==> config.mk <==
export PLATFORM = sky130hd
export DESIGN_NAME = conv2_pool_flat
export DESIGN_NICKNAME = d
export VERILOG_FILES = /design/src/rtl/conv2_pool_if.sv /design/src/rtl/conv2_pool.sv /design/src/flat_wrapper.sv
export SDC_FILE = /design/constraint.sdc
export NUM_CORES = 1
export LEC_CHECK = 0
export CORE_UTILIZATION = 52
export DETAILED_ROUTE_END_ITERATION = 16
export PLACE_DENSITY_LB_ADDON = 0.15
export SYNTH_ARGS = -nofsm -noshare
export SYNTH_HDL_FRONTEND = slang
export SYNTH_SLANG_ARGS = --single-unit
export TNS_END_PERCENT = 50
==> constraint.sdc <==
create_clock -name clk -period 4 [get_ports clk]
set_clock_uncertainty 0.05 [all_clocks]
set_input_delay 0.4 -clock clk [delete_from_list [all_inputs] [get_ports clk]]
set_output_delay 0.4 -clock clk [all_outputs]
set_load 0.1 [all_outputs]
==> src/rtl/conv2_pool_if.sv <==
// Row-in / pooled-row-out bundle for conv2_pool.
// master drives activated rows; slave is the pooling stage.
interface conv2_pool_if #(
  parameter int COLS = 12,
  parameter int DW   = 8
);
  logic                     din_valid;
  logic [COLS*DW-1:0]       din;
  logic [2:0]               ch_in;
  logic [(COLS/2)*DW-1:0]   dout;
  logic                     dout_valid;
  logic [2:0]               dout_ch;
  logic [2:0]               dout_row;
  logic                     frame_end;

  modport master (
    output din_valid, din, ch_in,
    input  dout, dout_valid, dout_ch, dout_row, frame_end
  );

  modport slave (
    input  din_valid, din, ch_in,
    output dout, dout_valid, dout_ch, dout_row, frame_end
  );
endinterface

==> src/rtl/conv2_pool.sv <==
// 2x2 stride-2 pooling after layer-2 conv/activation.
// Max pooling by default; define CONV2_POOL_AVG_EN for average pooling.
module conv2_pool #(
  parameter int COLS = 12,
  parameter int ROWS = 12,
  parameter int DW   = 8
) (
  input  logic         clk,
  input  logic         rst,
  input  logic         clr,
  conv2_pool_if.slave  bus
);

  localparam int NP = COLS / 2;
`ifdef CONV2_POOL_AVG_EN
  localparam int HW = DW + 1;
`else
  localparam int HW = DW;
`endif
  localparam logic [2:0] LAST = 3'(ROWS / 2 - 1);

  typedef enum logic {EVEN, ODD} state_t;

  state_t            state_q, state_d;
  logic              load, fire;
  logic [NP*HW-1:0]  h, hbuf;
  logic [NP*DW-1:0]  o;
  logic [2:0]        ch_lat, pair_cnt;

  for (genvar j = 0; j < NP; j++) begin : g_pix
    logic [DW-1:0] a, b;
    logic [HW-1:0] hb, hn;
    assign a  = bus.din[(COLS-2*j)*DW-1 -: DW];
    assign b  = bus.din[(COLS-2*j-1)*DW-1 -: DW];
    assign hb = hbuf[(NP-j)*HW-1 -: HW];
    assign hn = h[(NP-j)*HW-1 -: HW];
`ifdef CONV2_POOL_AVG_EN
    logic [DW+1:0] s;
    assign h[(NP-j)*HW-1 -: HW] = {1'b0, a} + {1'b0, b};
    assign s = {1'b0, hb} + {1'b0, hn};
    assign o[(NP-j)*DW-1 -: DW] = DW'(s >> 2);
`else
    assign h[(NP-j)*HW-1 -: HW] = (a > b) ? a : b;
    assign o[(NP-j)*DW-1 -: DW] = (hb > hn) ? hb : hn;
`endif
  end

  always_ff @(posedge clk) begin
    if (rst) state_q <= EVEN;
    else     state_q <= state_d;
  end

  always_comb begin
    state_d = state_q;
    load    = 1'b0;
    fire    = 1'b0;
    if (clr) begin
      state_d = EVEN;
    end else if (bus.din_valid) begin
      unique case (state_q)
        EVEN: begin
          load    = 1'b1;
          state_d = ODD;
        end
        ODD: begin
          fire    = 1'b1;
          state_d = EVEN;
        end
        default: state_d = EVEN;
      endcase
    end
  end

  always_ff @(posedge clk) begin
    if (rst) begin
      hbuf           <= '0;
      ch_lat         <= '0;
      pair_cnt       <= '0;
      bus.dout       <= '0;
      bus.dout_valid <= 1'b0;
      bus.dout_ch    <= '0;
      bus.dout_row   <= '0;
      bus.frame_end  <= 1'b0;
    end else begin
      bus.dout_valid <= fire;
      bus.frame_end  <= fire && (pair_cnt == LAST);
      if (clr) pair_cnt <= '0;
      if (load) begin
        hbuf   <= h;
        ch_lat <= bus.ch_in;
      end
      if (fire) begin
        bus.dout     <= o;
        bus.dout_ch  <= ch_lat;
        bus.dout_row <= pair_cnt;
        pair_cnt     <= (pair_cnt == LAST) ? 3'd0 : pair_cnt + 3'd1;
      end
    end
  end

endmodule
==> src/flat_wrapper.sv <==
// flat-port wrapper written by rule: the top's interface ports become plain ports
module conv2_pool_flat 
#(
  parameter int COLS = 12,
  parameter int ROWS = 12,
  parameter int DW   = 8
)
  (clk, rst, clr, bus_din_valid, bus_din, bus_ch_in, bus_dout, bus_dout_valid, bus_dout_ch, bus_dout_row, bus_frame_end);
  conv2_pool_if #(.COLS(COLS), .DW(DW)) bus_i ();
  input  logic clk;
  input  logic rst;
  input  logic clr;
  input wire logic [$bits(bus_i.din_valid)-1:0] bus_din_valid;
  input wire logic [$bits(bus_i.din)-1:0] bus_din;
  input wire logic [$bits(bus_i.ch_in)-1:0] bus_ch_in;
  output wire logic [$bits(bus_i.dout)-1:0] bus_dout;
  output wire logic [$bits(bus_i.dout_valid)-1:0] bus_dout_valid;
  output wire logic [$bits(bus_i.dout_ch)-1:0] bus_dout_ch;
  output wire logic [$bits(bus_i.dout_row)-1:0] bus_dout_row;
  output wire logic [$bits(bus_i.frame_end)-1:0] bus_frame_end;
  assign bus_i.din_valid = bus_din_valid;
  assign bus_i.din = bus_din;
  assign bus_i.ch_in = bus_ch_in;
  assign bus_dout = bus_i.dout;
  assign bus_dout_valid = bus_i.dout_valid;
  assign bus_dout_ch = bus_i.dout_ch;
  assign bus_dout_row = bus_i.dout_row;
  assign bus_frame_end = bus_i.frame_end;
  conv2_pool #(.COLS(COLS), .ROWS(ROWS), .DW(DW)) u_core (.clk(clk), .rst(rst), .clr(clr), .bus(bus_i));
endmodule
# Word-level counts from Yosys, hierarchy flattened
# Cells that the tools add are included.
word_totals:
  regBits: 111
  latch_bits: 0
  ramBits: 0
  mem_bits_ro: 0
  output_inout_bits: 56
  memories: 0
op_classes:
  n_addsub: 1
  n_mul: 0
  div_mod_pow: 0
  order_cmp: 12
  eq_ne: 1
  shift: 0
  mux: 22
  n_bitwise: 1
  n_reduce_logical: 3
ops:
  columns: ["operator", "n"]
  rows:
  - ["$gt 8x8->1", 12]
  - ["$mux 8", 12]
  - ["$mux 3", 3]
  - ["$mux 1", 6]
  - ["$add 3x1->3 const B", 1]
  - ["$eq 3x3->1 const B", 1]
  - ["$pmux 1 s2", 1]
  - ["$reduce_bool 2->1", 1]
  - ["$reduce_or 2->1", 1]
  - ["$logic_and 1x1->1", 1]
  - ["$not 1->1", 1]

# Depth between registers and ports, before layout
logic_depth:
  ltp_word: 4
  mapped_depth: 17

# Least setup slack after synthesis
# Ideal clock, no wire load.
synth_path:
  path_type: "input port to flip-flop"
  startpoint: "input bus_din[81]"
  endpoint: "register u_core.bus.dout[40]"
  t_arrival_ps: 3023
  required_time_ps: 3867
  setup_slack_ps: 844
  path_stages: 14
  n_path_buf: 0
  path_cell_list: "inv_1 -> ha_1 -> nor2b_1 -> o211ai_1 -> a21oi_1 -> o22ai_4 -> mux2i_1 -> ha_1 -> nor2b_1 -> o21a_1 -> o21a_1 -> o31ai_4 -> nand2_2 -> o221ai_1"
synth_between:
  elab_chain_cells: 4
synth_rtl:
  columns: ["element", "line", "text"]
  rows:
  - ["start, declared", "flat_wrapper.sv:14", "input wire logic [$bits(bus_i.din)-1:0] bus_din;"]
  - ["$gt 8x8->1", "conv2_pool.sv:43", "assign h[(NP-j)*HW-1 -: HW] = (a > b) ? a : b;"]
  - ["$mux 8 (*)", "conv2_pool.sv:43", null]
  - ["$gt 8x8->1", "conv2_pool.sv:44", "assign o[(NP-j)*DW-1 -: DW] = (hb > hn) ? hb : hn;"]
  - ["$mux 8 (*)", "conv2_pool.sv:44", null]
  - ["end signal, assigned", "conv2_pool.sv:93", "bus.dout <= o;"]
  - ["end, declared", "conv2_pool_if.sv:23", "output dout, dout_valid, dout_ch, dout_row, frame_end"]
# Mark *: on every way between the ends. The rest lies on a longest branch, timed or not.
# A chain may end at the register's enable or synchronous reset.

# Worst setup path after layout
layout_path:
  startpoint: "input bus_din[33]"
  endpoint: "register u_core.bus.dout[17]"
# The elaborated chain is that of the path after synthesis.

==> results.sh <==
export IMPL_cts_resized=0
export IMPL_synth_area_leader_cell="dfxtp_1"
export IMPL_rsz0062_at_grt="false"
export IMPL_cts_root_buf="clkbuf_16"
export IMPL_clkTransAtPathRegs_ps=70
export IMPL_cp_startpoint="bus_din[33]"
export IMPL_worst_hold_slack_ps=415
export IMPL_worstPathRequired_ps=4220
export IMPL_worst_slew_margin_rel=0.321
export IMPL_nFillCells=1088
export IMPL_grt_overflow=0
export IMPL_drt_iter0_drc=450
export IMPL_p_leak_nw=3.71
export IMPL_die_y_um=119
export IMPL_r2r_cells=5
export IMPL_rows=42
export IMPL_endpoint="u_core.bus.dout[17]$_SDFFE_PP0P_"
export IMPL_clockBufferDepth=2
export IMPL_worst_pin_slew_ps=1020
export IMPL_drcViolationCount=0
export IMPL_finalHoldViolCount=0
export IMPL_hpwlAfterDp_um=13200
export IMPL_die_x_um=119
export IMPL_synth_top_cells_by_count="111 x dfxtp_1, 96 x ha_1, 76 x nand3b_1"
export IMPL_hold_depth=2
export IMPL_min_period_ps=3750
export IMPL_syn_avg_cell_area_um2=9.19
export IMPL_cp_arrival_ps=3970
export IMPL_initial_core_util=0.536
export IMPL_holdBufCountCts=0
export IMPL_area_growth_syn_to_layout_pct=29.5
export IMPL_pre_cts_ws_ps=-114
export IMPL_start_kind="primary input"
export IMPL_hold_path_class="flop to flop"
export IMPL_drv_cap=0
export IMPL_finalWorstSetupSlack_ps=251
export IMPL_cts_made_buffers=9
export IMPL_drv_slew=0
export IMPL_period_share=0.937
export IMPL_yosysMostFrequentCell="dfxtp_1"
export IMPL_drt_vias_per_instance=5.90
export IMPL_p_per_area_mw_per_mm2=320
export IMPL_dp_cells=1086
export IMPL_status="complete, no violations"
export IMPL_clkLatencyLatePin_ps=350
export IMPL_synth_top_area_frac=0.311
export IMPL_post_dp_cell_area_mm2=0.00893
export IMPL_postCtsSetupBuffers=0
export IMPL_drt_wirelength_per_cell_um=16.1
export IMPL_synth_edf_count=0
export IMPL_tns_ps=0
export IMPL_ys_types=40
export IMPL_grt_max_degree=100
export IMPL_netlist_area_mm2=0.00715
export IMPL_finalSetupViolations=0
export IMPL_stdcell_area_mm2=0.00926
export IMPL_grt_pass1_vias=6319
export IMPL_route_vias_total=6497
export IMPL_pin_count=159
export IMPL_fin_nets=1120
export IMPL_worst_setup_path_type="primary input to flop"
export IMPL_cts_tree="yes"
export IMPL_cp_end_kind="flop"
export IMPL_async_flop_share=0
export IMPL_final_layout_size_suffix_gt1_frac=0.0637
export IMPL_worstReg2RegStart="u_core.state_q$_SDFFE_PP0P_"
export IMPL_ys_ff_latch=111
export IMPL_gp_congestion=0.843
export IMPL_antenna_found_initial=0
export IMPL_p_total_mw=2.96
export IMPL_num_antenna_cells=0
export IMPL_wl_um=17800
export IMPL_reg2reg_to="u_core.bus.dout[30]$_SDFFE_PP0P_"
export IMPL_grt_first_pass_wirelength_um=29200
export IMPL_dr_pass1_iters=5
export IMPL_instances_no_fill=1102
export IMPL_synth_cells=778
export IMPL_cts_sinks=111
export IMPL_die_area_mm2=0.0142
export IMPL_coreArea_mm2=0.0133
export IMPL_synth_seq_area_share=0.311
export IMPL_worst_ir_drop_vdd_v=0.000223
export IMPL_syn_num_nets=977
export IMPL_rrSetupSlack_ps=1640
export IMPL_crit_fanout=9
export IMPL_htree_levels=3
export IMPL_synth_main_ff_cell="dfxtp_1"
export IMPL_post_route_util=0.693
export IMPL_synthTopCellsByArea="dfxtp_1 31%, ha_1 17%, nand3b_1 8.0%"
export IMPL_grtUsageTotal=0.250
export IMPL_portBuffers=158
export IMPL_fmax_mhz=267
export IMPL_synth_warnings=0
export IMPL_antenna_left=0
-- worst max-delay path, stage by stage --
cell and delay (ps):
clkdlybuf4s50_1 490, inv_1 50, ha_1 300, nor2b_1 140, o211ai_1 160, a21oi_1 120, o22ai_4 320, mux2i_1 330
ha_1 290, nor2b_1 140, o21a_1 160, o21a_1 200, o31ai_4 400, nand2_2 220, o221ai_1 260
-- routing by layer --
| layer | vias to the layer above | global-route usage | share of wire |
|---|---|---|---|
| met2 | 182 | 0.455 | 0.51 |
| met3 | 20 | 0.0460 | 0.043 |
| met5 | - | 0 | 0 |
| li1 | 3217 | - | - |
| met4 | 0 | 0.0680 | 0.013 |
| met1 | 3078 | 0.297 | 0.43 |
-- state kept, by name (all words and copies together), names as in the netlist --
name and cells:
u_core.bus.dout_ch 3, u_core.ch_lat 3, u_core.bus.dout_valid 1, u_core.state_q 1, u_core.bus.frame_end 1, u_core.hbuf 48, u_core.bus.dout_row 3, u_core.bus.dout 48
u_core.pair_cnt 3
-- logic make-up (layout without fill, tap and decap cells) --
family,after synthesis,in the layout,share of synthesized area
flip-flops,111,111,0.311
AND/OR/NAND/NOR,227,227,0.190
XOR/XNOR,2,2,0.00245
AO/OA/AOI/OAI,186,186,0.198
adder cells (fa/ha/maj),96,96,0.168
buffers and inverters,103,251,0.0553
multiplexers,53,53,0.0746
-- power by group --
| part | total (mW) | internal, mW | switching [mW] |
|---|---|---|---|
| registers | 1.19 | 1.15 | 0.0365 |
| clock network | 0.983 | 0.557 | 0.426 |
| logic | 0.792 | 0.356 | 0.437 |
-- cell usage in the layout (no fill, tap or decap), types with 6 or more instances in the layout --
| cell type | instances |
|---|---|
| nand4b_1 | 18 |
| a21oi_1 | 50 |
| nand4_1 | 24 |
| nor2b_1 | 10 |
| o211ai_1 | 22 |
| dfxtp_1 | 111 |
| clkdlybuf4s50_1 | 157 |
| o221ai_1 | 32 |
| nor2_1 | 51 |
| nand3b_1 | 76 |
| o22ai_4 | 6 |
| o21ai_0 | 12 |
| inv_1 | 60 |
| mux2i_1 | 51 |
| a211oi_1 | 46 |
| ha_1 | 96 |
| nand2_1 | 27 |
| buf_4 | 17 |
| clkbuf_16 | 9 |
-- worst min-delay path by stage --
stage                                              end                           from
floorplan           u_core.bus.dout_ch[0]$_SDFFE_PP0P_  u_core.ch_lat[0]$_SDFFE_PP0P_
global placement    u_core.bus.dout_ch[0]$_SDFFE_PP0P_  u_core.ch_lat[0]$_SDFFE_PP0P_
detailed placement  u_core.bus.dout_ch[1]$_SDFFE_PP0P_  u_core.ch_lat[1]$_SDFFE_PP0P_
CTS                 u_core.bus.dout_ch[0]$_SDFFE_PP0P_  u_core.ch_lat[0]$_SDFFE_PP0P_
global route        u_core.bus.dout_ch[0]$_SDFFE_PP0P_  u_core.ch_lat[0]$_SDFFE_PP0P_
finish              u_core.bus.dout_ch[0]$_SDFFE_PP0P_  u_core.ch_lat[0]$_SDFFE_PP0P_
-- area by class of cell --
class / instances / area [um^2] / share of cell area
clock buffer: 9 / 225 / 0.0243
clock inverter: 7 / 100 / 0.0108
inverter: 60 / 225 / 0.0243
multi-input combinational: 564 / 4540 / 0.491
sequential: 111 / 2220 / 0.240
tap: 176 / 220 / 0.0238
timing repair buffer: 175 / 1720 / 0.186
No activity file was read; power rests on OpenSTA's default activity.
